<file path="src/rtl/dmem_arbiter.sv">
// rtl/dmem_arbiter.sv - two-master arbiter in front of a synchronous single-port data RAM
//
// Purpose: shares one data RAM between the core MEM-stage port and a DMA/debug
// master. One transaction is in flight at a time (IDLE -> ACCESS -> RESP).
// Read data and a one-cycle ack pulse are returned three cycles after the
// request is first seen.
//
// Ports:
//   clk_i, rst_n_i                   clock, asynchronous active-low reset
//   core_req_i/we_i/addr_i/wdata_i/be_i   core request and payload (held until ack)
//   core_rdata_o, core_ack_o         core load data and completion pulse
//   core_stall_o                     core_req_i & ~core_ack_o
//   dma_req_i/we_i/addr_i/wdata_i/be_i    DMA request and payload (held until ack)
//   dma_rdata_o, dma_ack_o           DMA load data and completion pulse
//   ram_en_o, ram_we_o, ram_addr_o, ram_wdata_o, ram_rdata_i   RAM port
//
// Configuration: define DMEM_ARB_RR_EN for round-robin arbitration; otherwise
// fixed priority (core first) with a STARVE_MAX guard for the DMA master.
module dmem_arbiter #(
  parameter int XLEN       = 32,
  parameter int STARVE_MAX = 4
) (
  input  logic            clk_i,
  input  logic            rst_n_i,
  input  logic            core_req_i,
  input  logic            core_we_i,
  input  logic [XLEN-1:0] core_addr_i,
  input  logic [XLEN-1:0] core_wdata_i,
  input  logic [3:0]      core_be_i,
  output logic [XLEN-1:0] core_rdata_o,
  output logic            core_ack_o,
  output logic            core_stall_o,
  input  logic            dma_req_i,
  input  logic            dma_we_i,
  input  logic [XLEN-1:0] dma_addr_i,
  input  logic [XLEN-1:0] dma_wdata_i,
  input  logic [3:0]      dma_be_i,
  output logic [XLEN-1:0] dma_rdata_o,
  output logic            dma_ack_o,
  output logic            ram_en_o,
  output logic [3:0]      ram_we_o,
  output logic [XLEN-1:0] ram_addr_o,
  output logic [XLEN-1:0] ram_wdata_o,
  input  logic [XLEN-1:0] ram_rdata_i
);

  typedef enum logic [1:0] {
    S_IDLE   = 2'd0,
    S_ACCESS = 2'd1,
    S_RESP   = 2'd2
  } state_t;

  state_t            state_q, state_d;
  logic              gnt_dma_q, gnt_dma_d;
  logic              we_q, we_d;
  logic [XLEN-1:0]   addr_q, addr_d;
  logic [XLEN-1:0]   wdata_q, wdata_d;
  logic [3:0]        be_q, be_d;
  logic [XLEN-1:0]   core_rdata_q, core_rdata_d;
  logic [XLEN-1:0]   dma_rdata_q, dma_rdata_d;
  logic              core_ack_q, core_ack_d;
  logic              dma_ack_q, dma_ack_d;

  logic              core_elig, dma_elig, pick_dma, grant;
  logic              addr_lsb_unused;

  // A requester still sees its own ack this cycle and drops req in it, so the
  // ack cycle must not count as a fresh request.
  assign core_elig = core_req_i & ~core_ack_q;
  assign dma_elig  = dma_req_i & ~dma_ack_q;
  assign grant     = (state_q == S_IDLE) & (core_elig | dma_elig);

  // Word-aligned RAM: byte offset bits are the requester's business.
  assign addr_lsb_unused = ^{core_addr_i[1:0], dma_addr_i[1:0]};

`ifdef DMEM_ARB_RR_EN
  logic last_dma_q, last_dma_d;

  // Tie goes to whoever did not win last time.
  assign pick_dma = dma_elig & (~core_elig | ~last_dma_q);

  always_comb begin
    last_dma_d = last_dma_q;
    if (grant) last_dma_d = pick_dma;
  end

  always_ff @(posedge clk_i or negedge rst_n_i) begin
    if (!rst_n_i) last_dma_q <= 1'b1;
    else          last_dma_q <= last_dma_d;
  end
`else
  logic [3:0] starve_q, starve_d;

  // Core wins ties until it has been granted STARVE_MAX times in a row over a
  // waiting DMA request.
  assign pick_dma = dma_elig & (~core_elig | (starve_q == 4'(STARVE_MAX)));

  always_comb begin
    starve_d = starve_q;
    if ((grant & pick_dma) | ~dma_req_i)
      starve_d = '0;
    else if (grant && (starve_q != 4'(STARVE_MAX)))
      starve_d = starve_q + 4'd1;
  end

  always_ff @(posedge clk_i or negedge rst_n_i) begin
    if (!rst_n_i) starve_q <= '0;
    else          starve_q <= starve_d;
  end
`endif

  always_comb begin
    state_d      = state_q;
    gnt_dma_d    = gnt_dma_q;
    we_d         = we_q;
    addr_d       = addr_q;
    wdata_d      = wdata_q;
    be_d         = be_q;
    core_rdata_d = core_rdata_q;
    dma_rdata_d  = dma_rdata_q;
    core_ack_d   = 1'b0;
    dma_ack_d    = 1'b0;
    case (state_q)
      S_IDLE: begin
        if (grant) begin
          gnt_dma_d = pick_dma;
          if (pick_dma) begin
            we_d    = dma_we_i;
            addr_d  = {dma_addr_i[XLEN-1:2], 2'b00};
            wdata_d = dma_wdata_i;
            be_d    = dma_be_i;
          end else begin
            we_d    = core_we_i;
            addr_d  = {core_addr_i[XLEN-1:2], 2'b00};
            wdata_d = core_wdata_i;
            be_d    = core_be_i;
          end
          state_d = S_ACCESS;
        end
      end
      S_ACCESS: state_d = S_RESP;
      S_RESP: begin
        // RAM data is valid now; stores leave the requester's rdata untouched.
        if (!we_q) begin
          if (gnt_dma_q) dma_rdata_d  = ram_rdata_i;
          else           core_rdata_d = ram_rdata_i;
        end
        dma_ack_d  = gnt_dma_q;
        core_ack_d = ~gnt_dma_q;
        state_d    = S_IDLE;
      end
      default: state_d = S_IDLE;
    endcase
  end

  always_ff @(posedge clk_i or negedge rst_n_i) begin
    if (!rst_n_i) begin
      state_q      <= S_IDLE;
      gnt_dma_q    <= 1'b0;
      we_q         <= 1'b0;
      addr_q       <= '0;
      wdata_q      <= '0;
      be_q         <= '0;
      core_rdata_q <= '0;
      dma_rdata_q  <= '0;
      core_ack_q   <= 1'b0;
      dma_ack_q    <= 1'b0;
    end else begin
      state_q      <= state_d;
      gnt_dma_q    <= gnt_dma_d;
      we_q         <= we_d;
      addr_q       <= addr_d;
      wdata_q      <= wdata_d;
      be_q         <= be_d;
      core_rdata_q <= core_rdata_d;
      dma_rdata_q  <= dma_rdata_d;
      core_ack_q   <= core_ack_d;
      dma_ack_q    <= dma_ack_d;
    end
  end

  assign ram_en_o     = (state_q == S_ACCESS);
  assign ram_we_o     = ((state_q == S_ACCESS) && we_q) ? be_q : 4'b0000;
  assign ram_addr_o   = addr_q;
  assign ram_wdata_o  = wdata_q;
  assign core_rdata_o = core_rdata_q;
  assign dma_rdata_o  = dma_rdata_q;
  assign core_ack_o   = core_ack_q;
  assign dma_ack_o    = dma_ack_q;
  assign core_stall_o = core_req_i & ~core_ack_q;

endmodule

</file>
<file path="config.mk">
export PLATFORM = sky130hd
export DESIGN_NAME = dmem_arbiter
export DESIGN_NICKNAME = d
export VERILOG_FILES = /design/src/rtl/dmem_arbiter.sv
export SDC_FILE = /design/constraint.sdc
export NUM_CORES = 1
export LEC_CHECK = 0
export CORE_UTILIZATION = 37
export DETAILED_ROUTE_END_ITERATION = 12
export PLACE_DENSITY_LB_ADDON = 0.12
export SLEW_MARGIN = 5
export SYNTH_ARGS = -nofsm -noshare
export SYNTH_HDL_FRONTEND = slang
export SYNTH_SLANG_ARGS = --single-unit
export TNS_END_PERCENT = 30
</file>
<file path="constraint.sdc">
create_clock -name clk_i -period 1.4 [get_ports clk_i]
set_input_delay 0.21 -clock clk_i [delete_from_list [all_inputs] [get_ports clk_i]]
set_output_delay 0.21 -clock clk_i [all_outputs]
set_load 0.01 [all_outputs]
</file>
Word level (Yosys, flattened, before mapping)
Index checks and enable logic that the tools add are counted.
Word-level totals
  register bits: 142
  bits of input ports: 174
  output and inout bits: 136
  logic and storage cells: 49
Cells by class
  add/subtract/negate cells: 1
  equal/unequal tests: 5
  multiplexer cells: 11
  bitwise gates (word level): 14
  reduce and logical (&&, ||, !) cells: 7
Operator list (count)
  32-bit two-way mux: 2
  4-bit two-way mux: 4
  1-bit NOT: 6
  3-bit AND reduction: 2
  1-bit bitwise AND: 5
  4-bit by 1-bit adder with 4-bit output (second input constant): 1
  4-bit by 3-bit == test with 1-bit output (second input constant): 1
  4-bit by 3-bit != test with 1-bit output (second input constant): 1
  2-bit one-hot mux with 2 select lines: 1
  1-bit two-way mux: 3
  1-bit OR: 3
  2-bit by 1-bit == test with 1-bit output (second input constant): 1
  2-bit == test (second input constant): 1
  1-bit logical AND: 2
  2-bit logical NOT: 1
  2-bit two-way mux: 1
  2-bit != test (second input constant): 1
  2-bit AND reduction: 1
  2-bit nonzero test: 1

Logic depth before layout (Yosys ltp)
Gate-level depths: netlist of run 1.
  depth after elaboration: 8
  gate-level depth with buffers: 8
  mapped depth without buffers: 6

Least setup slack after synthesis of run 1
OpenSTA, ideal clock, no wires.
  path kind: register -> register
  from: register starve_q[0]
  to: register addr_q[12] (netlist: ram_addr_o[12])
  setup time: 0.132 ns
  data arrival time: 1.462 ns
  data required time: 1.268 ns
  slack: -0.194 ns
  stages on the path, launching flop included: 9
  path buffers: 2
  period minus slack after synthesis: 1.594 ns
  path through: dfrtp_1 > inv_1 > ha_1 > nand3b_4 > a21boi_2 > buf_6 > buf_12 > mux2i_1 > o21ai_1
On the way
  cells in the longest elaborated chain, start to end: 4
RTL lines
  start: declaration: line 92  | logic [3:0] starve_q, starve_d;
  start signal: assignment: line 108  | else starve_q <= starve_d;
  4-bit by 3-bit == test with 1-bit output: line 96  | assign pick_dma = dma_elig & (~core_elig | (starve_q == 4'(STARVE_MAX)));
  1-bit OR: line 96
  1-bit bitwise AND: line 96
  32-bit two-way mux: line 127  | if (pick_dma) begin
  end signal: assignment: line 172  | addr_q <= addr_d;
  end: declaration: line 56  | logic [XLEN-1:0] addr_q, addr_d;
No other way between the ends.
A chain may end at the register's enable or synchronous reset.

Final worst setup path of run 1
  from: register starve_q[0]
  to: register addr_q[22] (netlist: ram_addr_o[22])
The elaborated chain is that of the path after synthesis.

==> Flow_metrics.wiki, run 1 <==
{| class="wikitable"
! Metric !! Value
|-
| CP startpoint kind || flip-flop
|-
| Antenna violations before repair || 0
|-
| Worst path arrival time || 1.98 ns
|-
| Total clock buffers created by CTS || 17
|-
| Total area of multi-input combinational cells || 2500 sq um
|-
| Source of the critical timing path || starve_q[0]
|-
| Number of max-slew violations in the final report || 0
|-
| # diodes || 0
|-
| Horizontal die dimension || 132 microns
|-
| # DRC || 0
|-
| Final setup slack of the worst path || -0.294 ns
|-
| Number of synthesis warnings || 0
|-
| VDD IR max || 0.000977 V
|-
| Critical path's top delay family || buffers and inverters
|-
| Routed len/inst || 16.0 microns
|-
| Total global-route track usage || 20.2%
|-
| Cell repeated most along the worst path || sky130_fd_sc_hd__buf_6
|-
| Drt first-iter violations || 161
|-
| Via Count || 4932
|-
| Later-pin clock latency in the skew report || 0.41 ns
|-
| Max-Cap Viols || 0
|-
| Fillers || 1333
|-
| WP data required || 1.68 ns
|-
| CTS tree || done
|-
| Avg Inst Size Synth || 13.0 sq um
|-
| Result of the run || finished with violations
|-
| Wire length of the first global-routing pass || 27300 microns
|-
| Deepest clock path buffer count || 2
|-
| Setup_tns || -29.66 ns
|-
| Total iterations of the first detailed-routing run || 4
|-
| Register area share after synthesis || 55.9%
|-
| Crit share post-route || 121%
|-
| Die area || 17400 sq um
|-
| HPWL reported at the end of detailed placement || 12600 microns
|-
| Cell at the root of the clock tree || sky130_fd_sc_hd__clkbuf_16
|-
| Static leakage power || 4.88 nW
|-
| Critical path buffer and inverter count || 4
|-
| Ports placed on the boundary || 310
|-
| Number of global-route vias before repair || 5224
|-
| Sequential cell area || 3500 sq um
|-
| Detailed-route wire length || 17000 microns
|-
| Type of the most critical hold path || in -> async
|-
| IO Port Bufs || 303
|-
| Maximum fanout count along the critical path || 5
|-
| Post-place instance area || 9730 sq um
|-
| Vias/cell || 4.64
|-
| Synth cell types || 36
|-
| Synthesis-stage register bit count || 140
|-
| Total overflow reported by the global router || 0
|-
| Setup crit end kind || flip-flop
|-
| Placement Rows || 47
|-
| Worst path slowest cell || sky130_fd_sc_hd__dfrtp_1
|-
| Final count of hold timing violations || 0
|-
| Cell chain of the critical path || inv_2, ha_4, nand3b_4, a21boi_4, buf_6, buf_16, buf_6, mux2i_4, o21ai_1
|-
| Htree depth || 4
|-
| Design Area, Final || 10500 sq um
|-
| Unrepaired setup endpoints after global routing || true
|-
| Beginning of the worst register-to-register path || starve_q[0]
|-
| Final weighted congestion in routability-driven placement || 0.813
|-
| Residual antenna-violating net count after detailed routing || 0
|-
| Die height || 132 microns
|-
| Final Critical Period || 1.69 ns
|-
| Sink Count || 140
|-
| Final setup violating endpoints || 141
|-
| Largest net degree at the start of global routing || 58
|-
| Final worst clock skew || 0.00715 ns
|-
| Effective utilization at floorplan || 37.9%
|-
| Violations in the final reports || setup timing
|-
| Largest incremental delay on the critical path || 0.39 ns
|-
| Area overhead of the layout relative to synthesis || 68.1%
|-
| FMAX || 590 MHz
|-
| Worst hold margin || 0.169 ns
|-
| Clock transition at the registers of the reported paths || 0.06 ns
|-
| Fraction of layout instances using a drive strength above 1 || 18.4%
|-
| Core region area || 16500 sq um
|-
| Net total in the final layout || 1006
|-
| Crit Path Class || reg -> reg
|-
| PwrDens || 2000 nW/um^2
|-
| Netlist area before placement || 6260 sq um
|-
| Gate Count Post-Synth || 480
|-
| Post-layout power || 0.0210 W
|}
-- worst reg2reg max path, stage by stage, from the launching register on --
cell and delay (ns):
sky130_fd_sc_hd__dfrtp_1 0.39, sky130_fd_sc_hd__inv_2 0.08, sky130_fd_sc_hd__ha_4 0.15, sky130_fd_sc_hd__nand3b_4 0.10
sky130_fd_sc_hd__a21boi_4 0.17, sky130_fd_sc_hd__buf_6 0.15, sky130_fd_sc_hd__buf_16 0.14, sky130_fd_sc_hd__buf_6 0.11
sky130_fd_sc_hd__mux2i_4 0.21, sky130_fd_sc_hd__o21ai_1 0.08
-- kinds of logic after synthesis --
logic type | share of synthesized area (%)
buf+inv | 5.79
flops | 55.9
fa+ha+maj | 0.400
compound gates | 6.59
other cells | 0.0599
simple gates | 7.19
mux | 24.0
-- synthesized netlist by cell type (all sizes together) --
library cell / instances / area, sq um
nor4b: 1 / 15.0
nor2: 3 / 11.3
buf: 23 / 314
and3b: 2 / 17.5
and4: 1 / 8.76
o2bb2ai: 1 / 8.76
nand3: 3 / 15.0
a21bo: 1 / 10.0
nand3b: 1 / 20.0
nand2: 69 / 259
ha: 2 / 25.0
nor2b: 6 / 55.1
o31ai: 1 / 7.51
and3: 5 / 31.3
o21ai: 69 / 349
a21boi: 1 / 11.3
clkbuf: 10 / 37.5
o21a: 1 / 7.51
inv: 3 / 11.3
conb: 1 / 3.75
a22o: 1 / 8.76
mux2i: 67 / 671
a21oi: 2 / 10.0
dfrtp: 140 / 3500
nor3b: 1 / 12.5
mux2: 64 / 833
nor3: 1 / 5.00
-- sequential cells by signal (all words and copies together) (netlist names) --
register and count:
ram_addr_o 30, starve_q 4, core_ack_o 1, core_rdata_o 32
dma_ack_o 1, dma_rdata_o 32, gnt_dma_q 1, state_q 2
ram_wdata_o 32, we_q 1, be_q 4
-- final timing paths --
check,to,slack (ns),cells past startpoint
hold reg to reg,core_ack_o,0.47,1
max in group asynchronous,ram_addr_o[6],0.73,3
hold / removal,core_rdata_o[9],0.17,2
setup / recovery,ram_addr_o[22],-0.29,9
min in group clk_i,ram_wdata_o[13],0.42,3
setup reg to reg,ram_addr_o[22],-0.29,9
-- cell usage in the layout (no fill, tap or decap), types with 2 or more instances in the layout --
cell	n
sky130_fd_sc_hd__and3_1	4
sky130_fd_sc_hd__and3b_1	2
sky130_fd_sc_hd__buf_12	10
sky130_fd_sc_hd__buf_16	3
sky130_fd_sc_hd__buf_2	3
sky130_fd_sc_hd__buf_4	25
sky130_fd_sc_hd__buf_6	23
sky130_fd_sc_hd__buf_8	3
sky130_fd_sc_hd__bufinv_16	4
sky130_fd_sc_hd__clkbuf_16	18
sky130_fd_sc_hd__clkbuf_8	2
sky130_fd_sc_hd__clkdlybuf4s50_1	168
sky130_fd_sc_hd__clkinv_2	3
sky130_fd_sc_hd__clkinv_4	2
sky130_fd_sc_hd__clkinvlp_4	2
sky130_fd_sc_hd__conb_1	2
sky130_fd_sc_hd__dfrtp_1	140
sky130_fd_sc_hd__dlygate4sd2_1	126
sky130_fd_sc_hd__inv_2	3
sky130_fd_sc_hd__mux2_1	30
sky130_fd_sc_hd__mux2_2	4
sky130_fd_sc_hd__mux2_4	30
sky130_fd_sc_hd__mux2i_1	63
sky130_fd_sc_hd__mux2i_2	2
sky130_fd_sc_hd__mux2i_4	2
sky130_fd_sc_hd__nand2_1	69
sky130_fd_sc_hd__nand3_1	3
sky130_fd_sc_hd__nor2_1	2
sky130_fd_sc_hd__nor2b_4	4
sky130_fd_sc_hd__o21ai_1	68
-- layout make-up --
class	count	share of cell area, %
tap	220	2.62
timing repair buffer	363	34.3
sequential	140	33.3
multi-input combinational	305	23.8
clock inverter	11	1.59
inverter	3	0.107
clock buffer	20	4.34
-- power breakdown --
group	leakage [nW]	switching, W	internal (W)
registers	1.72	0.00101	0.00603
logic	2.86	0.00424	0.00502
clock network	0.302	0.00167	0.00306
total	4.88	0.00692	0.0141
-- what timing repair did --
| item | in CTS | in global routing |
|---|---|---|
| setup buffers | 12 | 0 |
| pin swaps | 7 | 9 |
| setup endpoints to repair | 270 | 143 |
| cloned | 3 | 1 |
| resized for setup | 198 | 9 |
| hold endpoints to repair | 140 | 0 |
| hold buffers | 1 | 0 |
-- through the flow --
step           util, %  setup slack [ns]  instances
2_1_floorplan        -            -0.167        481
3_3_place_gp      58.9            -0.427       1017
3_5_place_dp      58.9            -0.505       1017
4_1_cts           63.4            -0.305       1062
5_1_grt           63.7            -0.381       1062
6_report          63.7            -0.294       1062
-- layer usage --
| layer | vias to the layer above | track usage [%] | wire length [microns] |
|---|---|---|---|
| met3 | 36 | 6.88 | 1250 |
| met4 | 0 | 8.85 | 520 |
| met5 | - | 0 | 0 |
| li1 | 2369 | - | - |
| met2 | 210 | 33.9 | 8400 |
| met1 | 2317 | 23.4 | 6820 |
Power figures use the tool's default switching activity.
==> inputs of run 2 (changes only) <==
Settings changed: CORE_UTILIZATION 37 to 38, CTS_BUF_LIST from default to sky130_fd_sc_hd__clkbuf_2, MAX_ROUTING_LAYER from default to met4.
==> run 2 against run 1 <==
The run still ends with setup timing left. Core utilization is 1.1 points higher. Combinational power rose by 16%. Sequential power grew 2%. Global-route usage increased by 0.39 points. Final cell count increased by 1.3%. Clock-buffer cell count did not move. Via count increased by 3.3%. Non-clock buffer count up 17. Total power is 3.6% lower.
==> Flow_metrics.wiki, run 2 (synthesized netlist as in run 1, its figures left out) <==
{| class="wikitable"
! Metric !! Value
|-
| Result of the run || finished with violations
|-
| Violations in the final reports || setup timing
|-
| Worst path slowest cell || sky130_fd_sc_hd__dfrtp_1
|-
| Sink Count || 140 (unchanged)
|-
| CTS tree || done
|-
| Fraction of power consumed by sequential logic || 35.4% (+1.9 points)
|-
| GRT busiest layer || met2
|-
| DP Cell Count || 1003 (-1.4%)
|-
| Total overflow reported by the global router || 0 (unchanged)
|-
| Core region area || 16000 sq um (-3.2%)
|-
| Cell chain of the critical path || nor2b_4, and3_4, buf_6
|-
| Largest net degree at the start of global routing || 68 (+17%)
|-
| Placement Rows || 46 (-2.1%)
|-
| Crit Reg-Reg Endpoint || core_rdata_o[2]
|-
| Final setup violating endpoints || 266 (+89%)
|-
| Total iterations of the first detailed-routing run || 4 (unchanged)
|-
| Crit Path Class || reg -> out
|-
| Later-pin clock latency in the skew report || 0.66 ns (+0.25 ns)
|-
| Max-Cap Viols || 0 (unchanged)
|-
| Vias/cell || 4.74 (+2.0%)
|-
| Fraction of layout instances using a drive strength above 1 || 38.1% (+20 points)
|-
| Drt first-iter violations || 157 (-2.5%)
|-
| Capture endpoint of the worst hold path || ram_addr_o[8]
|-
| Cell count of the worst hold path || 3
|-
| HPWL reported at the end of detailed placement || 12400 microns (-1.9%)
|-
| Detailed-route wire length || 18200 microns (+6.9%)
|-
| FMAX || 558 MHz (-5.4%)
|-
| VDD IR max || 0.000717 V (-27%)
|-
| Routing usage on met2 || 34.4% (+0.43 points)
|-
| Number of global-route vias before repair || 5164 (-1.1%)
|-
| Wire length of the first global-routing pass || 25700 microns (-5.8%)
|-
| Beginning of the worst register-to-register path || state_q[1]
|-
| Net total in the final layout || 1023 (+1.7%)
|-
| Internal power || 0.0131 W (-7.1%)
|-
| Final weighted congestion in routability-driven placement || 0.780 (-4.0%)
|-
| Total clock buffers created by CTS || 17 (unchanged)
|-
| Antenna violations before repair || 1 (+1)
|-
| CP startpoint kind || flip-flop
|-
| Htree depth || 4 (unchanged)
|-
| Routed len/inst || 16.9 microns (+5.5%)
|-
| Deepest clock path buffer count || 2 (unchanged)
|-
| Cell Count, Final, Fillers Out || 1076 (+1.3%)
|-
| # DRC || 0 (unchanged)
|-
| Cell at the root of the clock tree || sky130_fd_sc_hd__clkbuf_2
|-
| Die height || 130 microns (-1.3%)
|-
| Setup crit end kind || output port
|-
| Met3 capacity usage during global routing || 5.09% (-1.8 points)
|-
| Number of max-slew violations in the final report || 0 (unchanged)
|-
| Final worst clock skew || 0.0280 ns (+0.0209 ns)
|-
| Ports placed on the boundary || 310 (unchanged)
|-
| Clock network fraction of total power || 12.0% (-11 points)
|-
| Final Critical Period || 1.79 ns (+0.0966 ns)
|-
| Maximum fanout count along the critical path || 5 (unchanged)
|-
| Worst path arrival time || 1.58 ns (-0.40 ns)
|-
| Clock transition at the registers of the reported paths || 0.20 ns (+0.14 ns)
|-
| Total global-route track usage || 20.6% (+0.39 points)
|-
| Worst R2R Path Depth || 6 (-3)
|-
| Effective utilization at floorplan || 39.1% (+1.2 points)
|-
| Final setup slack of the worst path || -0.391 ns (-0.0966 ns)
|-
| Static leakage power || 4.79 nW (-1.8%)
|-
| Residual antenna-violating net count after detailed routing || 0 (unchanged)
|-
| Crit share post-route || 128% (+6.9 points)
|-
| Final count of hold timing violations || 0 (unchanged)
|-
| Worst hold margin || 0.137 ns (-0.0318 ns)
|-
| Met1 Use GR || 23.7% (+0.33 points)
|-
| Startpoint of the most critical hold path || core_addr_i[8]
|-
| Most frequent cells in the layout || 168 x sky130_fd_sc_hd__clkdlybuf4s50_1, 140 x sky130_fd_sc_hd__dfrtp_1, 80 x sky130_fd_sc_hd__buf_2
|-
| Largest incremental delay on the critical path || 0.45 ns (+0.06 ns)
|-
| Most common cell after layout, fill and taps aside || sky130_fd_sc_hd__clkdlybuf4s50_1
|-
| Worst reg-to-reg setup slack || -0.39 ns (-0.10 ns)
|-
| Type of the most critical hold path || in -> reg
|-
| Unrepaired setup endpoints after global routing || true
|-
| IO Port Bufs || 303 (unchanged)
|-
| Area overhead of the layout relative to synthesis || 65.6%
|-
| Proportion of power drawn by combinational gates || 52.6% (+8.6 points)
|-
| Switch share || 35.4% (+2.5 points)
|-
| PwrDens || 1950 nW/um^2 (-2.1%)
|-
| Horizontal die dimension || 130 microns (-1.3%)
|-
| Net load switching power || 0.00717 W (+3.6%)
|-
| Via Count || 5096 (+3.3%)
|-
| Die area || 17000 sq um (-2.6%)
|-
| WP data required || 1.19 ns (-0.49 ns)
|}
run 2: power by group through the flow:
| stage | sequential, W | combinational [W] | clock, W |
|---|---|---|---|
| 2_1_floorplan | 0.00792 | 0.00382 | 0 |
| 4_1_cts | 0.00707 | 0.00954 | 0.00253 |
| 6_report | 0.00718 | 0.0107 | 0.00243 |
| 3_3_place_gp | 0.00706 | 0.0100 | 0 |
| 3_5_place_dp | 0.00713 | 0.0102 | 0 |
| 5_1_grt | 0.00742 | 0.0115 | 0.00269 |
run 2: timing repair:
item                                   in CTS  in global routing
gates resized for setup                   593                 65
cloned                                      0                 12
endpoints found under the hold margin     140                  0
pin swaps                                   7                  8
buffers inserted                           22                  7
setup endpoints to repair                 269                270
hold buffers                                2                  0
run 2: area by class of cell:
class | count | area [sq um]
Timing Repair Buffer | 380 | 3700
Clock buffer | 20 | 100
Fill cell | 1300 | 5630
Tap cell | 216 | 270
Antenna cell | 1 | 2.50
Multi-Input combinational cell | 305 | 2630
Sequential cell | 140 | 3500
Clock inverter | 11 | 145
Inverter | 3 | 11.3
run 2: routing by layer:
| metal | wire (microns) | part of all wire, % |
|---|---|---|
| met5 | 0 | 0 |
| met4 | 399 | 2.2 |
| met2 | 9250 | 51 |
| met1 | 7340 | 40 |
| met3 | 1170 | 6.4 |
run 2: worst max-delay path by stage:
stage               slack, ns         from        endpoint
global placement        -0.43    dma_req_i   ram_addr_o[2]
floorplan               -0.17  starve_q[0]  ram_addr_o[12]
detailed placement      -0.50    dma_req_i   ram_addr_o[7]
finish                  -0.39   state_q[1]     ram_we_o[1]
CTS                     -0.48   state_q[1]     ram_we_o[1]
global route            -0.51   state_q[1]     ram_we_o[3]
run 2: per-stage QoR:
step / power, W / worst slack, ns / TNS, ns / utilization (%) / area (sq um)
3_3_place_gp: 0.0171 / -0.432 / -35.81 / 60.4 / 9660
3_5_place_dp: 0.0174 / -0.500 / -40.18 / 60.4 / 9660
5_1_grt: 0.0216 / -0.510 / -70.38 / 64.8 / 10400
2_1_floorplan: 0.0117 / -0.167 / -13.30 / - / 6270
4_1_cts: 0.0191 / -0.480 / -51.33 / 60.7 / 9720
6_report: 0.0203 / -0.391 / -45.39 / 64.8 / 10400
run 2: critical path, delay by kind of cell (launching register included):
family	cells	cell delay (ns)
DFF	1	0.45
buffers and inverters	1	0.10
and+or+nand+nor	2	0.39
==> inputs of run 3 (changes only) <==
Settings changed: CORE_UTILIZATION 38 to 42, SLEW_MARGIN 5 to 40.
Clock period 1.4 ns to 2 ns, I/O delays scaled along.
==> run 3 against run 2 <==
Clock skew down 0.0087 ns. The run now ends clean. Critical path depth up 1. Register-to-register slack better by 0.52 ns. Critical endpoint is now ram_we_o[3]. Sequential share of layout area up 1.9 points.
==> Flow_metrics.wiki, run 3 (synthesized netlist as in run 1, its figures left out) <==
{| class="wikitable"
! Metric !! Value
|-
| Result of the run || finished, final reports clean
|-
| Later-pin clock latency in the skew report || 0.68 ns (+0.02 ns)
|-
| PwrDens || 1330 nW/um^2 (-32%)
|-
| Area overhead of the layout relative to synthesis || 56.7%
|-
| Detailed-route wire length || 16500 microns (-9.3%)
|-
| Total global-route track usage || 21.9% (+1.3 points)
|-
| Residual antenna-violating net count after detailed routing || 0 (unchanged)
|-
| Htree depth || 4 (unchanged)
|-
| HPWL reported at the end of detailed placement || 12000 microns (-3.1%)
|-
| Final Critical Period || 1.96 ns
|-
| Final worst clock skew || 0.0193 ns (-0.00872 ns)
|-
| CP startpoint kind || flip-flop
|-
| Cell at the root of the clock tree || sky130_fd_sc_hd__clkbuf_2
|-
| Beginning of the worst register-to-register path || starve_q[0]
|-
| Largest net degree at the start of global routing || 88 (+29%)
|-
| IO Port Bufs || 303 (unchanged)
|-
| Clock transition at the registers of the reported paths || 0.19 ns (about the same)
|-
| Final setup violating endpoints || 0 (-100%)
|-
| Routed len/inst || 16.6 microns (-1.8%)
|-
| Antenna violations before repair || 0 (-1)
|-
| Via Count || 4833 (-5.2%)
|-
| Fraction of layout instances using a drive strength above 1 || 13.8% (-24 points)
|-
| Vias/cell || 4.86 (+2.7%)
|-
| Wire length of the first global-routing pass || 24200 microns (-5.9%)
|-
| Type of the most critical hold path || in -> async
|-
| Crit share post-route || 98.2%
|-
| VDD IR max || 0.000628 V (-12%)
|-
| CTS tree || done
|-
| Final count of hold timing violations || 0 (unchanged)
|-
| # diodes || 0 (-1)
|-
| Placement Rows || 44 (-4.3%)
|-
| Total overflow reported by the global router || 0 (unchanged)
|-
| Source of the critical timing path || state_q[1]
|-
| Drt first-iter violations || 170 (+8.3%)
|-
| Most frequent cells in the layout || 169 x sky130_fd_sc_hd__clkdlybuf4s50_1, 138 x sky130_fd_sc_hd__dfrtp_1, 91 x sky130_fd_sc_hd__dlygate4sd2_1
|-
| Total clock buffers created by CTS || 17 (unchanged)
|-
| Die height || 124 microns (-4.8%)
|-
| Number of global-route vias before repair || 4730 (-8.4%)
|-
| Net total in the final layout || 974 (-4.8%)
|-
| Die area || 15400 sq um (-9.4%)
|-
| Final weighted congestion in routability-driven placement || 0.811 (+4.0%)
|-
| Deepest clock path buffer count || 2 (unchanged)
|-
| FMAX || 509 MHz
|-
| Horizontal die dimension || 124 microns (-4.8%)
|-
| Post-layout power || 0.0131 W (-36%)
|-
| # DRC || 0 (unchanged)
|-
| Unrepaired setup endpoints after global routing || true
|-
| Number of max-slew violations in the final report || 0 (unchanged)
|-
| Static leakage power || 4.84 nW (+0.99%)
|-
| Sink Count || 140 (unchanged)
|-
| Maximum fanout count along the critical path || 4 (-1)
|-
| Most common cell after layout, fill and taps aside || sky130_fd_sc_hd__clkdlybuf4s50_1
|-
| WP data required || 1.70 ns (+0.51 ns)
|-
| Setup crit end kind || output port
|-
| Max-Cap Viols || 0 (unchanged)
|-
| Worst path arrival time || 1.66 ns (+0.08 ns)
|-
| Crit Path Class || reg -> out
|-
| Design Area, Final || 9810 sq um (-5.3%)
|-
| Core region area || 14500 sq um (-9.2%)
|-
| Ports placed on the boundary || 310 (unchanged)
|-
| Effective utilization at floorplan || 43.1% (+3.9 points)
|-
| Total iterations of the first detailed-routing run || 5 (+1)
|-
| Post-place instance area || 9420 sq um (-2.6%)
|}
==> run 3: report_power, final <==
part / switching [W] / leakage (nW) / internal (W)
Sequential: 0.000683 / 1.71 / 0.00419
Clock: 0.00101 / 0.164 / 0.000923
Combinational: 0.00288 / 2.96 / 0.00338
Total: 0.00457 / 4.84 / 0.00849
==> run 3: area by class of cell <==
class                   instances  area, sq um
clock buffers                  17         85.1
clock inverters                14          201
fillers                      1115         4720
inverters                       3         11.3
multi-input cells             305         2440
flip-flops and latches        140         3510
well taps                     184          230
repair buffers                331         3340
==> run 3: timing repair <==
action | 4_1_cts | 5_1_grt
gates resized for setup | 119 | 40
pin swaps | 0 | 1
hold buffers | 3 | 0
hold endpoints to repair | 140 | 0
setup buffers | 9 | 4
setup endpoints to repair | 97 | 43
==> run 3: through the flow <==
stage	utilization [%]	hold slack [ns]	worst slack, ns	setup TNS (ns)	std cells
CTS	66.6	0.0863	-0.0564	-0.0583	990
floorplan	-	0.00441	0.406	0	481
global route	67.5	0.117	-0.109	-0.212	994
finish	67.5	0.168	0.0352	0	994
detailed placement	64.8	0.240	-0.0261	-0.0261	947
global placement	64.8	0.234	0.0684	0	947
==> run 3: worst paths after layout <==
kind / to / slack (ns) / cells after the start
min reg2reg: core_ack_o / 0.49 / 1
min: ram_addr_o[10] / 0.17 / 3
max in group asynchronous: core_rdata_o[13] / 1.39 / 3
max reg2reg: ram_addr_o[28] / 0.13 / 7
min in group clk_i: ram_addr_o[22] / 0.21 / 3
max: ram_we_o[3] / 0.04 / 4
==> run 3: worst max-delay path, stage by stage, from the launching register on <==
cell                      delay [ns]
sky130_fd_sc_hd__dfrtp_2        0.47
sky130_fd_sc_hd__nor2b_4        0.15
sky130_fd_sc_hd__buf_6          0.11
sky130_fd_sc_hd__and3_4         0.18
sky130_fd_sc_hd__buf_6          0.10
==> run 3: routing by layer <==
metal / part of all wire (%) / wire length, microns / GRT usage [%] / vias up
li1: - / - / - / 2303
met1: 39 / 6370 / 23.7 / 2282
met2: 51 / 8440 / 37.3 / 216
met3: 7.6 / 1250 / 6.36 / 32
met4: 2.5 / 404 / 9.60 / 0
met5: 0 / 0 / - / -
